==> src/rtl/uart_rx_fifo_if.sv <==
// Bus bundle between the UART receiver/consumer side and the receive FIFO.
// Optional overrun counter port is present only when RX_FIFO_OVERRUN_CNT_EN is defined.
interface uart_rx_fifo_if #(
  parameter int WIDTH = 8,
  parameter int DEPTH = 16
);
  localparam int CW = $clog2(DEPTH) + 1;

  logic [WIDTH-1:0] wr_data;
  logic             wr_en;
  logic             rd_en;
  logic             overrun_clr;
  logic [WIDTH-1:0] rd_data;
  logic             rd_valid;
  logic             empty;
  logic             full;
  logic             almost_full;
  logic [CW-1:0]    count;
  logic             overrun;
`ifdef RX_FIFO_OVERRUN_CNT_EN
  logic [7:0]       overrun_cnt;

  modport slave (
    input  wr_data, wr_en, rd_en, overrun_clr,
    output rd_data, rd_valid, empty, full, almost_full, count, overrun, overrun_cnt
  );
  modport master (
    output wr_data, wr_en, rd_en, overrun_clr,
    input  rd_data, rd_valid, empty, full, almost_full, count, overrun, overrun_cnt
  );
`else
  modport slave (
    input  wr_data, wr_en, rd_en, overrun_clr,
    output rd_data, rd_valid, empty, full, almost_full, count, overrun
  );
  modport master (
    output wr_data, wr_en, rd_en, overrun_clr,
    input  rd_data, rd_valid, empty, full, almost_full, count, overrun
  );
`endif
endinterface

==> src/rtl/uart_rx_fifo.sv <==
// Receive-side character FIFO with registered read data, fill flags and sticky overrun.
// Optional saturating dropped-write counter enabled by RX_FIFO_OVERRUN_CNT_EN.
module uart_rx_fifo #(
  parameter int WIDTH        = 8,
  parameter int DEPTH        = 16,
  parameter int AFULL_THRESH = 12
) (
  input logic           clk,
  input logic           rst,
  uart_rx_fifo_if.slave bus
);
  localparam int AW = $clog2(DEPTH);
  localparam int CW = AW + 1;

  logic [WIDTH-1:0] mem [DEPTH];
  logic [AW-1:0]    wr_ptr_q, wr_ptr_d;
  logic [AW-1:0]    rd_ptr_q, rd_ptr_d;
  logic [CW-1:0]    count_q, count_d;
  logic [WIDTH-1:0] rd_data_q, rd_data_d;
  logic             rd_valid_q, rd_valid_d;
  logic             overrun_q, overrun_d;
  logic             rd_acc_s, wr_acc_s, drop_s;
  logic             empty_s, full_s;

  assign empty_s = (count_q == CW'(0));
  assign full_s  = (count_q == CW'(DEPTH));

  // A read frees a slot in the same cycle, so a full FIFO can still take a write.
  always_comb begin
    rd_acc_s   = bus.rd_en && !empty_s;
    wr_acc_s   = bus.wr_en && (!full_s || rd_acc_s);
    drop_s     = bus.wr_en && !wr_acc_s;
    wr_ptr_d   = wr_ptr_q;
    rd_ptr_d   = rd_ptr_q;
    count_d    = count_q;
    rd_data_d  = rd_data_q;
    rd_valid_d = 1'b0;
    overrun_d  = overrun_q;
    if (wr_acc_s) begin
      wr_ptr_d = wr_ptr_q + AW'(1);
    end else begin
      wr_ptr_d = wr_ptr_q;
    end
    if (rd_acc_s) begin
      rd_ptr_d   = rd_ptr_q + AW'(1);
      rd_data_d  = mem[rd_ptr_q];
      rd_valid_d = 1'b1;
    end else begin
      rd_ptr_d   = rd_ptr_q;
    end
    case ({wr_acc_s, rd_acc_s})
      2'b10:   count_d = count_q + CW'(1);
      2'b01:   count_d = count_q - CW'(1);
      default: count_d = count_q;
    endcase
    if (drop_s) begin
      overrun_d = 1'b1;
    end else if (bus.overrun_clr) begin
      overrun_d = 1'b0;
    end else begin
      overrun_d = overrun_q;
    end
  end

  always_ff @(posedge clk or posedge rst) begin
    if (rst) begin
      wr_ptr_q   <= '0;
      rd_ptr_q   <= '0;
      count_q    <= '0;
      rd_data_q  <= '0;
      rd_valid_q <= 1'b0;
      overrun_q  <= 1'b0;
    end else begin
      wr_ptr_q   <= wr_ptr_d;
      rd_ptr_q   <= rd_ptr_d;
      count_q    <= count_d;
      rd_data_q  <= rd_data_d;
      rd_valid_q <= rd_valid_d;
      overrun_q  <= overrun_d;
    end
  end

  // Storage array is intentionally left out of reset.
  always_ff @(posedge clk) begin
    if (wr_acc_s && !rst) begin
      mem[wr_ptr_q] <= bus.wr_data;
    end
  end

  assign bus.rd_data     = rd_data_q;
  assign bus.rd_valid    = rd_valid_q;
  assign bus.empty       = empty_s;
  assign bus.full        = full_s;
  assign bus.almost_full = (count_q >= CW'(AFULL_THRESH));
  assign bus.count       = count_q;
  assign bus.overrun     = overrun_q;

`ifdef RX_FIFO_OVERRUN_CNT_EN
  logic [7:0] ovr_cnt_q, ovr_cnt_d;

  // A drop in the same cycle as a clear restarts the count at one.
  always_comb begin
    ovr_cnt_d = ovr_cnt_q;
    if (drop_s && bus.overrun_clr) begin
      ovr_cnt_d = 8'd1;
    end else if (drop_s) begin
      ovr_cnt_d = (ovr_cnt_q == 8'd255) ? 8'd255 : ovr_cnt_q + 8'd1;
    end else if (bus.overrun_clr) begin
      ovr_cnt_d = 8'd0;
    end else begin
      ovr_cnt_d = ovr_cnt_q;
    end
  end

  always_ff @(posedge clk or posedge rst) begin
    if (rst) begin
      ovr_cnt_q <= 8'd0;
    end else begin
      ovr_cnt_q <= ovr_cnt_d;
    end
  end

  assign bus.overrun_cnt = ovr_cnt_q;
`endif
endmodule

==> src/flat_wrapper.sv <==
// flat-port wrapper written by rule: the top's interface ports become plain ports
module uart_rx_fifo_flat 
#(
  parameter int WIDTH        = 8,
  parameter int DEPTH        = 16,
  parameter int AFULL_THRESH = 12
)
  (clk, rst, bus_wr_data, bus_wr_en, bus_rd_en, bus_overrun_clr, bus_rd_data, bus_rd_valid, bus_empty, bus_full, bus_almost_full, bus_count, bus_overrun);
  uart_rx_fifo_if #(.WIDTH(WIDTH), .DEPTH(DEPTH)) bus_i ();
  input logic clk;
  input logic rst;
  input wire logic [$bits(bus_i.wr_data)-1:0] bus_wr_data;
  input wire logic [$bits(bus_i.wr_en)-1:0] bus_wr_en;
  input wire logic [$bits(bus_i.rd_en)-1:0] bus_rd_en;
  input wire logic [$bits(bus_i.overrun_clr)-1:0] bus_overrun_clr;
  output wire logic [$bits(bus_i.rd_data)-1:0] bus_rd_data;
  output wire logic [$bits(bus_i.rd_valid)-1:0] bus_rd_valid;
  output wire logic [$bits(bus_i.empty)-1:0] bus_empty;
  output wire logic [$bits(bus_i.full)-1:0] bus_full;
  output wire logic [$bits(bus_i.almost_full)-1:0] bus_almost_full;
  output wire logic [$bits(bus_i.count)-1:0] bus_count;
  output wire logic [$bits(bus_i.overrun)-1:0] bus_overrun;
  assign bus_i.wr_data = bus_wr_data;
  assign bus_i.wr_en = bus_wr_en;
  assign bus_i.rd_en = bus_rd_en;
  assign bus_i.overrun_clr = bus_overrun_clr;
  assign bus_rd_data = bus_i.rd_data;
  assign bus_rd_valid = bus_i.rd_valid;
  assign bus_empty = bus_i.empty;
  assign bus_full = bus_i.full;
  assign bus_almost_full = bus_i.almost_full;
  assign bus_count = bus_i.count;
  assign bus_overrun = bus_i.overrun;
  uart_rx_fifo #(.WIDTH(WIDTH), .DEPTH(DEPTH), .AFULL_THRESH(AFULL_THRESH)) u_core (.clk(clk), .rst(rst), .bus(bus_i));
endmodule
==> config.mk <==
export PLATFORM = sky130hd
export DESIGN_NAME = uart_rx_fifo_flat
export DESIGN_NICKNAME = d
export VERILOG_FILES = /design/src/rtl/uart_rx_fifo_if.sv /design/src/rtl/uart_rx_fifo.sv /design/src/flat_wrapper.sv
export SDC_FILE = /design/constraint.sdc
export NUM_CORES = 1
export LEC_CHECK = 0
export ABC_AREA = 1
export CAP_MARGIN = 20
export CORE_UTILIZATION = 47
export CTS_CLUSTER_SIZE = 24
export DETAILED_ROUTE_END_ITERATION = 10
export SLEW_MARGIN = 20
export SYNTH_ARGS = -nofsm -noshare
export SYNTH_HDL_FRONTEND = slang
export SYNTH_SLANG_ARGS = --single-unit
==> constraint.sdc <==
create_clock -name clk -period 2.9 [get_ports clk]
set_input_delay 0.87 -clock clk [delete_from_list [all_inputs] [get_ports clk]]
set_output_delay 0.87 -clock clk [all_outputs]
set_load 0.01 [all_outputs]
==> results.txt <==
Filler Cells Inserted -> 1,161
register area share after synthesis -> 65.8%
post-CTS sizing -> 0
TritonCTS clock tree -> built
DPL Wire Length -> 9680 um
Post-synth EDFFs -> 128
Req. time, crit path -> 2.03 ns
Syn Nets -> 688
number of synthesis warnings -> 0
cell row count -> 43
Hold Path Class -> reg2reg
Final Power -> 0.00762 W
Synth async-reset ratio -> 15.2%
cts-stage hold buffer count -> 0
crit path cell chain -> nor2_2 -> nand3_1 -> nor2_2 -> clkdlybuf4s50_1
area of the mapped netlist -> 0.00672 mm^2
fmax -> 375 MHz
PD cells -> 953 mW/mm^2
GRT Total Usage -> 22.2%
initial cell density of the core -> 48.2%
Final Skew -> 0.00931 ns
Die Footprint -> 0.0148 mm^2
max_cap viols -> 0
synth cell count leaders -> 214 x nand2_1, 128 x edfxtp_1, 112 x inv_1
Crit path depth -> 4
CTS Buf Count -> 17
GRT overflow -> 0
Pre-antenna DRT Iters -> 5
drt wl/cell -> 16.3 um
status -> complete, no violations
area leader, netlist -> edfxtp_1
Final setup viols -> 0
count leader, synth -> nand2_1
Routed Wire Length -> 15,000 um
first-pass GRT wire length -> 23,200 um
largest net degree at the start of global routing -> 67
layout cell share with drive strength beyond 1 -> 10.0%
I/O Pins -> 31
post-synthesis register bit count -> 151
critical path class -> reg2out
root buf cell -> clkbuf_16
residual DRC count -> 0
Worst Path Arrival -> 1.80 ns
DP Worst Slack -> -0.0166 ns
RSZ-0062 raised after global routing -> false
synth-to-layout area growth -> 19.0%
Synth area leaders -> edfxtp_1 57%, nand2_1 12%, dfrtp_1 8.6%
diode count -> 0
Critical Path Fanout Max -> 5
Synth Instances -> 665
fin crit share -> 92.0%
Fin. Hold Viols -> 0
top cell type's share of synthesized area -> 57.2%
R2R depth -> 12
CTS clk-pin slew, worst paths -> 0.06 ns
number of library cell types mapped by synthesis -> 26
Final Critical Period -> 2.67 ns
CP peak stage delay -> 0.55 ns
main flop type after synthesis -> edfxtp_1
insertion delay to the later sink of the worst-skew pair -> 0.42 ns
Critical Path End Type -> output pin
die width -> 122 um
min setup slack post-route -> 0.231 ns
initial DRC count -> 358
Core Region -> 0.0139 mm^2
fin. max-slew vios -> 0
vias in the first global route -> 4,336
CP Launch Type -> flop
Worst path most repeated cell -> nor2_2
initial antenna violation count -> 0
GPL Wtd Cong -> 0.893
I/O Buffers -> 30
largest buffer count on any clock path -> 2
Syn Area/Cell -> 10.1 um^2
Worst VDD drop -> 503 uV
worst hold path depth -> 2
vias -> 4,546
CP top delay family -> buffers and inverters
Slowest-stage cell, CP -> clkdlybuf4s50_1
vias per cell -> 4.96
Final ANT Viol Nets -> 0
die height -> 122 um
H-tree Lvls -> 4
Bufs and invs on worst path -> 1
Pleak -> 3.54 nW
Slew HR -> 36.0%
clk sinks -> 151
Worst-Margin Slew -> 0.959 ns
Final nets -> 747
# Post-CTS Setup Buffers -> 0
## per-stage QoR
step / hold slack (ns) / instance area [um^2] / setup TNS, ns / utilization [%] / std cells
after floorplan: 0.504 / 6720 / 0 / - / 665
after global placement: 0.465 / 7360 / 0 / 52.8 / 885
after detailed placement: 0.466 / 7360 / -0.0166 / 52.8 / 885
after CTS: 0.482 / 7990 / 0 / 57.4 / 917
after global routing: 0.506 / 7990 / 0 / 57.4 / 917
final: 0.478 / 7990 / 0 / 57.4 / 917
## sequential cells by signal, summed over array words and instances (netlist names)
register	flops
u_core.rd_ptr_q	4
u_core.bus.overrun	1
u_core.bus.rd_valid	1
u_core.bus.rd_data	8
u_core.mem	128
u_core.bus.count	5
u_core.wr_ptr_q	4
## layout make-up
cell class	instances	area, um^2	area share (%)
Timing Repair Buffer	66	571	7.14
Inverter	116	435	5.45
Clock inverter	13	203	2.54
Multi-Input combinational cell	372	1710	21.3
Sequential cell	151	4420	55.3
Clock buffer	19	433	5.42
Tap cell	180	225	2.82
## metal layers
| layer | routed length (um) | track usage, % | vias to the layer above | part of all wire, % |
|---|---|---|---|---|
| met5 | 0 | 0 | - | 0 |
| met4 | 268 | 9.34 | 0 | 1.8 |
| met3 | 777 | 4.35 | 19 | 5.2 |
| met2 | 7210 | 34.3 | 136 | 48 |
| met1 | 6720 | 30.6 | 2142 | 45 |
| li1 | - | - | 2249 | - |
## worst paths after layout
path	endpoint	startpoint	slack, ns
min in group asynchronous	u_core.wr_ptr_q[2]$_DFFE_PP0P_	rst	0.67
max reg2reg	u_core.bus.count[4]$_DFFE_PP0P_	u_core.bus.count[0]$_DFFE_PP0P_	0.68
min reg2reg	u_core.bus.rd_data[1]$_DFFE_PP0P_	u_core.bus.rd_data[1]$_DFFE_PP0P_	0.48
max in group asynchronous	u_core.rd_ptr_q[0]$_DFFE_PP0P_	rst	1.67
max	bus_full	u_core.bus.count[0]$_DFFE_PP0P_	0.23
min	u_core.bus.rd_data[1]$_DFFE_PP0P_	u_core.bus.rd_data[1]$_DFFE_PP0P_	0.48
## worst min-delay path: cells and delay by family, from the launching register on
kind	cells	cell delay, ns
flip-flops	1	0.34
AND/OR/NAND/NOR	2	0.10
## kinds of logic (layout without fill, tap and decap cells)
logic type	Yosys count	count (layout)	synth area share [%]
buf+inv	142	214	8.79
fa+ha+maj	10	10	1.97
compound gates	11	11	0.950
flops	151	151	65.8
simple gates	343	343	21.4
xor+xnor	8	8	1.04
## power by group
group / total (W) / internal (W) / switching [W]
Clock: 0.00236 / 0.00152 / 0.000836
Combinational: 0.00250 / 0.000886 / 0.00162
Sequential: 0.00276 / 0.00260 / 0.000157
## cells in the final DEF, fill, tap and decap left out, drive strengths merged
cell type      count
nand2            217
o21ai              7
clkinvlp           1
edfxtp           128
nor2              19
a21oi              2
buf               36
a2bb2oi            1
xnor2              2
ha                 9
nand3            106
nand4              1
dfrtp             23
clkdlybuf4s50     30
clkinv             8
fa                 1
clkbuf            19
bufinv             5
xor2               6
o22ai              1
inv              115
Note: power is estimated with default switching activity, not from simulation.
